`src/rtl/delay_timer_arbiter.sv`:
```
// Round-robin arbiter sharing one down-counting delay timer among N_REQ requesters.
// The granted requester's delay is loaded, counted to zero, then a one-cycle done pulse is returned.
module delay_timer_arbiter #(
  parameter int unsigned N_REQ = 4,
  parameter int unsigned W     = 3
) (
  input  logic               clk,
  input  logic               rst,
  input  logic [N_REQ-1:0]   req,
  input  logic [N_REQ*W-1:0] delay,
  output logic [N_REQ-1:0]   gnt,
  output logic [N_REQ-1:0]   done,
  output logic               busy,
  output logic [W-1:0]       cnt
);

  localparam int unsigned IdxW = (N_REQ > 1) ? $clog2(N_REQ) : 1;

  typedef enum logic [1:0] {StIdle, StLoad, StCount, StDone} state_e;

  state_e            state_q, state_d;
  logic [N_REQ-1:0]  gnt_q, gnt_d;
  logic [N_REQ-1:0]  done_q, done_d;
  logic [W-1:0]      cnt_q, cnt_d;
  logic [IdxW-1:0]   ptr_q, ptr_d;
  logic [IdxW-1:0]   pick;
  logic [IdxW-1:0]   cand;
  logic              found;

  // First active request scanning upward from the last grant, wrapping around.
  always_comb begin
    pick  = ptr_q;
    found = 1'b0;
    cand  = '0;
    for (int unsigned k = 1; k <= N_REQ; k++) begin
      cand = IdxW'((32'(ptr_q) + k) % N_REQ);
      if (!found && req[cand]) begin
        found = 1'b1;
        pick  = cand;
      end
    end
  end

  always_comb begin
    state_d = state_q;
    gnt_d   = gnt_q;
    done_d  = '0;
    cnt_d   = cnt_q;
    ptr_d   = ptr_q;
    unique case (state_q)
      StIdle: begin
        if (found) begin
          gnt_d       = '0;
          gnt_d[pick] = 1'b1;
          ptr_d       = pick;
          state_d     = StLoad;
        end
      end
      StLoad: begin
        if (!req[ptr_q]) begin
          gnt_d   = '0;
          state_d = StIdle;
        end else begin
          cnt_d   = delay[32'(ptr_q) * W +: W];
          state_d = StCount;
        end
      end
      StCount: begin
        // The countdown step still lands on an abort edge; only the FSM bails out.
        if (cnt_q != '0) begin
          cnt_d = cnt_q - W'(1);
        end
        if (!req[ptr_q]) begin
          gnt_d   = '0;
          state_d = StIdle;
        end else if (cnt_q == '0) begin
          done_d  = gnt_q;
          state_d = StDone;
        end
      end
      StDone: begin
        gnt_d   = '0;
        state_d = StIdle;
      end
      default: begin
        gnt_d   = '0;
        state_d = StIdle;
      end
    endcase
  end

  always_ff @(posedge clk or negedge rst) begin
    if (!rst) begin
      state_q <= StIdle;
      gnt_q   <= '0;
      done_q  <= '0;
      cnt_q   <= '1;
      ptr_q   <= IdxW'(N_REQ - 1);
    end else begin
      state_q <= state_d;
      gnt_q   <= gnt_d;
      done_q  <= done_d;
      cnt_q   <= cnt_d;
      ptr_q   <= ptr_d;
    end
  end

  assign gnt  = gnt_q;
  assign done = done_q;
  assign busy = (state_q != StIdle);
  assign cnt  = cnt_q;

endmodule

```
`config.mk`:
```
export PLATFORM = sky130hd
export DESIGN_NAME = delay_timer_arbiter
export DESIGN_NICKNAME = d
export VERILOG_FILES = /design/src/rtl/delay_timer_arbiter.sv
export SDC_FILE = /design/constraint.sdc
export NUM_CORES = 1
export LEC_CHECK = 0
export BUFFER_PORTS_ARGS = -buffer_cell sky130_fd_sc_hd__buf_2
export CAP_MARGIN = 10
export CORE_UTILIZATION = 52
export CTS_BUF_LIST = sky130_fd_sc_hd__clkbuf_4 sky130_fd_sc_hd__clkbuf_8
export CTS_CLUSTER_SIZE = 40
export DETAILED_ROUTE_END_ITERATION = 7
export PLACE_DENSITY = 0.81
export SLEW_MARGIN = 20
export SYNTH_ARGS = -nofsm -noshare
export SYNTH_HDL_FRONTEND = slang
export SYNTH_SLANG_ARGS = --single-unit
```
`constraint.sdc`:
```
create_clock -name clk -period 2.05 [get_ports clk]
set_input_delay 0.41 -clock clk [delete_from_list [all_inputs] [get_ports clk]]
set_output_delay 0.41 -clock clk [all_outputs]
set_load 0.1 [all_outputs]
```
### After elaboration in Yosys (flattened, before gate mapping)

Index checks and enable logic that the tools add are counted.

| word-level totals | value |
|---|---|
| register bits after elaboration | 15 |
| bits in latches | 0 |
| memory bits (writable) | 0 |
| ROM bits | 0 |
| bits of input ports | 18 |
| output and inout port bits | 12 |
| word-level logic and storage cells | 78 |
| memories kept | 0 |

| cells by class | value |
|---|---|
| $add $sub $neg | 5 |
| multiply operators | 1 |
| div/mod/pow operators | 0 |
| order comparisons | 7 |
| equality and inequality tests | 8 |
| shifts and indexed selects | 1 |
| mux-type cells | 34 |
| bitwise gates (word level) | 0 |
| reductions and logical operators | 17 |

Operators by type and width:

| cell | count |
|---|---|
| $mux W4 | 5 |
| $lt A2 B3 Y1 const B | 6 |
| $mux W2 | 8 |
| $pmux W4 S3 | 1 |
| $shiftx A12 B5 Y3 | 1 |
| $bmux W1 S2 | 5 |
| $mux W1 | 10 |
| $ne A2 B2 Y1 const B | 4 |
| $pmux W2 S4 | 1 |
| $mux W3 | 2 |
| $pmux W3 S2 | 1 |
| $reduce_and A2 Y1 | 3 |
| $add A2 B1 Y2 const B | 2 |
| $add A2 B2 Y2 const B | 2 |
| $eq A2 B2 Y1 const B | 2 |
| $logic_and A1 B1 Y1 | 4 |
| $mul A2 B2 Y4 const B | 1 |
| $reduce_bool A2 Y1 | 2 |
| $logic_not A1 Y1 | 3 |
| $logic_not A3 Y1 | 1 |
| $ne A3 B3 Y1 const B | 1 |
| $reduce_and A3 Y1 | 1 |
| $reduce_bool A3 Y1 | 1 |
| $sub A3 B1 Y3 const B | 1 |
| 5 further kinds | 5 |

### Depth between registers and ports, before layout

| logic depth | value |
|---|---|
| word-level depth | 19 |
| gate-level depth with buffers | 7 |
| mapped depth without buffers | 7 |

### Least setup slack after synthesis

Ideal clock, no wire load.

| timing | value |
|---|---|
| kind | register to register |
| from | register state_q[1] |
| to | register gnt_q[2] (netlist: gnt[2]) |
| library setup time | 123 ps |
| data arrival time | 1840 ps |
| required time | 1927 ps |
| setup slack | 87 ps |
| stages on the path, launching flop included | 6 |
| path buffers | 0 |
| clock period less this slack | 1963 ps |
| cells stage by stage | dfrtp_1 -> inv_1 -> ha_1 -> inv_1 -> o31ai_1 -> a32o_1 |

| on the way | value |
|---|---|
| word-level cells in the longest chain between the ends | 4 |
| elaborated cells on any way between the ends | 9 |
| classes of those cells | 5 x eq/ne; 1 x mux; 3 x reduce/logical |

Ends and longest elaborated chain:

| element | RTL line | text |
|---|---|---|
| start: declaration | 21 | `state_e state_q, state_d;` |
| start signal: assignment | 94 | `state_q <= StIdle;` |
| start signal: assignment | 100 | `state_q <= state_d;` |
| $eq A2 B2 Y1 / $eq A2 B1 Y1 (equally long branches) | 50 | `unique case (state_q)` |
| $reduce_or A2 Y1 (no source line) | -- |  |
| $ne A2 B2 Y1 (no source line) | -- |  |
| $reduce_and A2 Y1 (no source line) | -- |  |
| end signal: assignment | 101 | `gnt_q <= gnt_d;` |
| end: declaration | 22 | `logic [N_REQ-1:0] gnt_q, gnt_d;` |

Parallel ways exist; a longest one is shown, timed or not.
A chain may end at the register's enable or synchronous reset.

### Worst setup path in the final report

| timing | value |
|---|---|
| from | register state_q[1] |
| to | output busy |

| on the way | value |
|---|---|
| word-level cells in the longest chain between the ends | 1 |

Ends and longest elaborated chain:

| element | RTL line | text |
|---|---|---|
| $reduce_bool A2 Y1 | 110 | `assign busy = (state_q != StIdle);` |
| end: declaration | 13 | `output logic busy,` |

Every way passes these cells.

==> impl_metrics.sql <==
INSERT INTO impl_metrics (metric_group, metric, value, unit) VALUES
('timing', 'setup_tns', '0', 'ps'),
('critical_path', 'crit_path_start_kind', 'register', ''),
('cells_and_area', 'most_frequent_standard_cell_in_the_layout_excluding_fill_and_tap_cells', 'sky130_fd_sc_hd__buf_2', ''),
('yosys', 'synth.mux.area_fraction', '13.21', '%'),
('yosys', 'synth_edf_count', '0', ''),
('cells_and_area', 'drive_gt1_share', '39.10', '%'),
('yosys', 'syn_nets', '120', ''),
('cells_and_area', 'synthToLayoutAreaGrowth', '23.97', '%'),
('timing', 'slew_viol_final', '0', ''),
('critical_path', 'reg2reg_slack', '150', 'ps'),
('yosys', 'ys_top_cells_by_area', 'sky130_fd_sc_hd__dfrtp_1 (26%), sky130_fd_sc_hd__dfstp_2 (13%), sky130_fd_sc_hd__mux4_2 (6.9%)', ''),
('critical_path', 'slowest_delay', '420', 'ps'),
('min_path', 'worstHoldPathType', 'in2async', ''),
('grt', 'antenna_found_initial', '0', ''),
('clock_network', 'clk_pin_slew', '80', 'ps'),
('grt', 'grt.met2_usage', '41.16', '%'),
('clock_network', 'postCtsHoldBufs', '0', ''),
('timing', 'maximum_clock_rate', '521.8', 'MHz'),
('yosys', 'yosys.area.top_type', 'sky130_fd_sc_hd__dfrtp_1', ''),
('route', 'avgViaCountPerCell', '5.563', ''),
('critical_path', 'crit_path_start', 'state_q[1]', ''),
('job', 'max_cap_violations', '0', ''),
('yosys', 'ys_seq_elements', '15', ''),
('timing', 'final.setup_skew', '3.616', 'ps'),
('clock_network', 'htree_num_levels', '1', ''),
('critical_path', 'timing.rr.start', 'ptr_q[0]', ''),
('status', 'outcome', 'complete, no violations', ''),
('cells_and_area', 'antenna-diode-count', '0', ''),
('grt', 'grtUsageMet1', '23.86', '%'),
('route', 'violation_count_after_the_first_detailed_routing_iteration', '7', ''),
('timing', 'post-route-min-period', '1917', 'ps'),
('yosys', 'synth_top_area_share', '25.64', '%'),
('yosys', 'synthesized_area_fraction_occupied_by_ao_oa_aoi_and_oai_cells', '19.74', '%'),
('yosys', 'main_combinational_cell_family_by_area_after_synthesis', 'compound AO/OA/AOI/OAI gates', ''),
('grt', 'grt_most_used_layer', 'met2', ''),
('route', 'avgRoutedWirePerCell', '12.88', 'um'),
('clock_network', 'cts-buffers-inserted', '3', ''),
('critical_path', 'timing.critical_path.required', '1640', 'ps'),
('placed_design', 'io_buffers', '29', ''),
('timing', 'setup_viol', '0', ''),
('yosys', 'area_share_of_and_or_nand_nor_cells_after_synthesis', '17.18', '%'),
('power', 'power_per_cell_area', '1757', 'mW/mm^2'),
('yosys', 'synth_xor_xnor_area_share', '0', '%'),
('cells_and_area', 'fill_cells', '156', ''),
('yosys', 'synth_fa_ha_area_share', '6.410', '%'),
('floorplan', 'design.die.area', '0.002054', 'mm^2'),
('yosys', 'syn_area_per_cell', '10.06', 'um^2'),
('timing', 'hold_viol', '0', ''),
('route', 'routed_wirelength', '2035', 'um'),
('yosys', 'syn_area', '975.9', 'um^2'),
('cells_and_area', 'sequential_cell_area', '381.6', 'um^2'),
('yosys', 'async_reset_ff_share', '100.0', '%'),
('grt', 'via_count_of_the_first_global_routing_pass', '783', ''),
('cells_and_area', 'multi_input_comb_area', '551.8', 'um^2'),
('floorplan', 'std_cell_rows', '15', ''),
('route', 'ant_nets', '0', ''),
('cells_and_area', 'num-nets-final', '157', ''),
('yosys', 'sequential_share_of_the_synthesized_area', '39.10', '%'),
('floorplan', 'die_x', '45.32', 'um'),
('clock_network', 'cts_buffer_depth', '2', ''),
('yosys', 'synthCells', '97', ''),
('grt', 'maximum_number_of_pins_on_one_net_before_global_route_repair', '16', ''),
('power', 'ir_drop_worst_case_vdd', '1447', 'uV'),
('placed_design', 'place.detailed.hpwl', '1662', 'um'),
('grt', 'grtUsageMet3', '6.000', '%'),
('timing', 'post-route-worst-setup-slack', '133.4', 'ps'),
('critical_path', 'critical_path.slowest_cell', 'sky130_fd_sc_hd__dfrtp_1', ''),
('critical_path', 'timing.setup.critical_path_class', 'reg2out', ''),
('timing', 'timing.slew.headroom', '66.02', '%'),
('clock_network', 'cts_num_sinks', '15', ''),
('route', 'post-route-drc-count', '0', '');
[registers in the layout, indices dropped and copies added, names as in the netlist]
register	count
ptr_q	2
done	4
state_q	2
gnt	4
cnt	3
[logic make-up (layout without fill, tap and decap cells)]
family | Yosys count | in the layout
flip-flops | 15 | 15
multiplexers | 7 | 7
adder cells (fa/ha/maj) | 5 | 5
AND/OR/NAND/NOR | 34 | 34
buffers and inverters | 10 | 46
AO/OA/AOI/OAI | 26 | 26
[critical path: cells and delay by family, from the launching register on]
family	cells	cell delay (ps)
fa+ha+maj	1	280
buf+inv	3	530
flops	1	420
[metrics by stage]
stage          std cells  hold slack [ps]  util, %  cell area (um^2)  total power (W)
6_report             158            12.28    69.32              1210         0.002125
5_1_grt              158            22.82    69.32              1210         0.002271
4_1_cts              158            22.35    69.18              1207         0.002120
3_5_place_dp         154            323.3    67.46              1177         0.001943
3_3_place_gp         154            323.1    67.46              1177         0.001901
2_1_floorplan         97            114.4        -             975.9         0.001669
[what timing repair did]
item	CTS	global route
buffers inserted	0	0
gates resized for setup	0	1
setup endpoints to repair	0	1
endpoints found under the hold margin	0	0
[worst paths after layout]
| kind | end | depth (start not counted) |
|---|---|---|
| max reg2reg | cnt[2] | 5 |
| max in group asynchronous | ptr_q[0] | 1 |
| max | busy | 4 |
| min reg2reg | done[1] | 1 |
| min in group clk | done[1] | 1 |
| min | done[2] | 1 |
[cells in the mapped netlist (2+ instances only)]
| library cell | count |
|---|---|
| sky130_fd_sc_hd__dfrtp_1 | 10 |
| sky130_fd_sc_hd__nand2_1 | 9 |
| sky130_fd_sc_hd__inv_1 | 8 |
| sky130_fd_sc_hd__nor2_1 | 8 |
| sky130_fd_sc_hd__o21ai_0 | 7 |
| sky130_fd_sc_hd__dfstp_2 | 5 |
| sky130_fd_sc_hd__ha_1 | 5 |
| sky130_fd_sc_hd__nand2b_1 | 5 |
| sky130_fd_sc_hd__a21oi_1 | 4 |
| sky130_fd_sc_hd__and2_1 | 4 |
| sky130_fd_sc_hd__mux4_2 | 3 |
| sky130_fd_sc_hd__a22o_1 | 2 |
| sky130_fd_sc_hd__a32o_1 | 2 |
| sky130_fd_sc_hd__nor3_1 | 2 |
[layer usage]
| metal | vias to the layer above | share of wire (%) |
|---|---|---|
| met1 | 432 | 41 |
| met4 | 0 | 1.5 |
| met3 | 4 | 2.9 |
| li1 | 426 | - |
| met5 | - | 0 |
| met2 | 17 | 55 |
[final cells by class]
| cell class | count | area share (%) |
|---|---|---|
| clock buffer | 4 | 2.482 |
| inverter | 8 | 2.482 |
| multi-input combinational | 72 | 45.60 |
| sequential | 15 | 31.54 |
| tap | 25 | 2.585 |
| timing repair buffer | 34 | 15.31 |
[power by group]
group	internal, W	leakage (nW)	switching [W]
Combinational	0.000496	0.391	0.000938
Clock	0.0000888	0.0184	0.0000878
Sequential	0.000426	0.188	0.0000878
(Power assumes the default switching activity.)
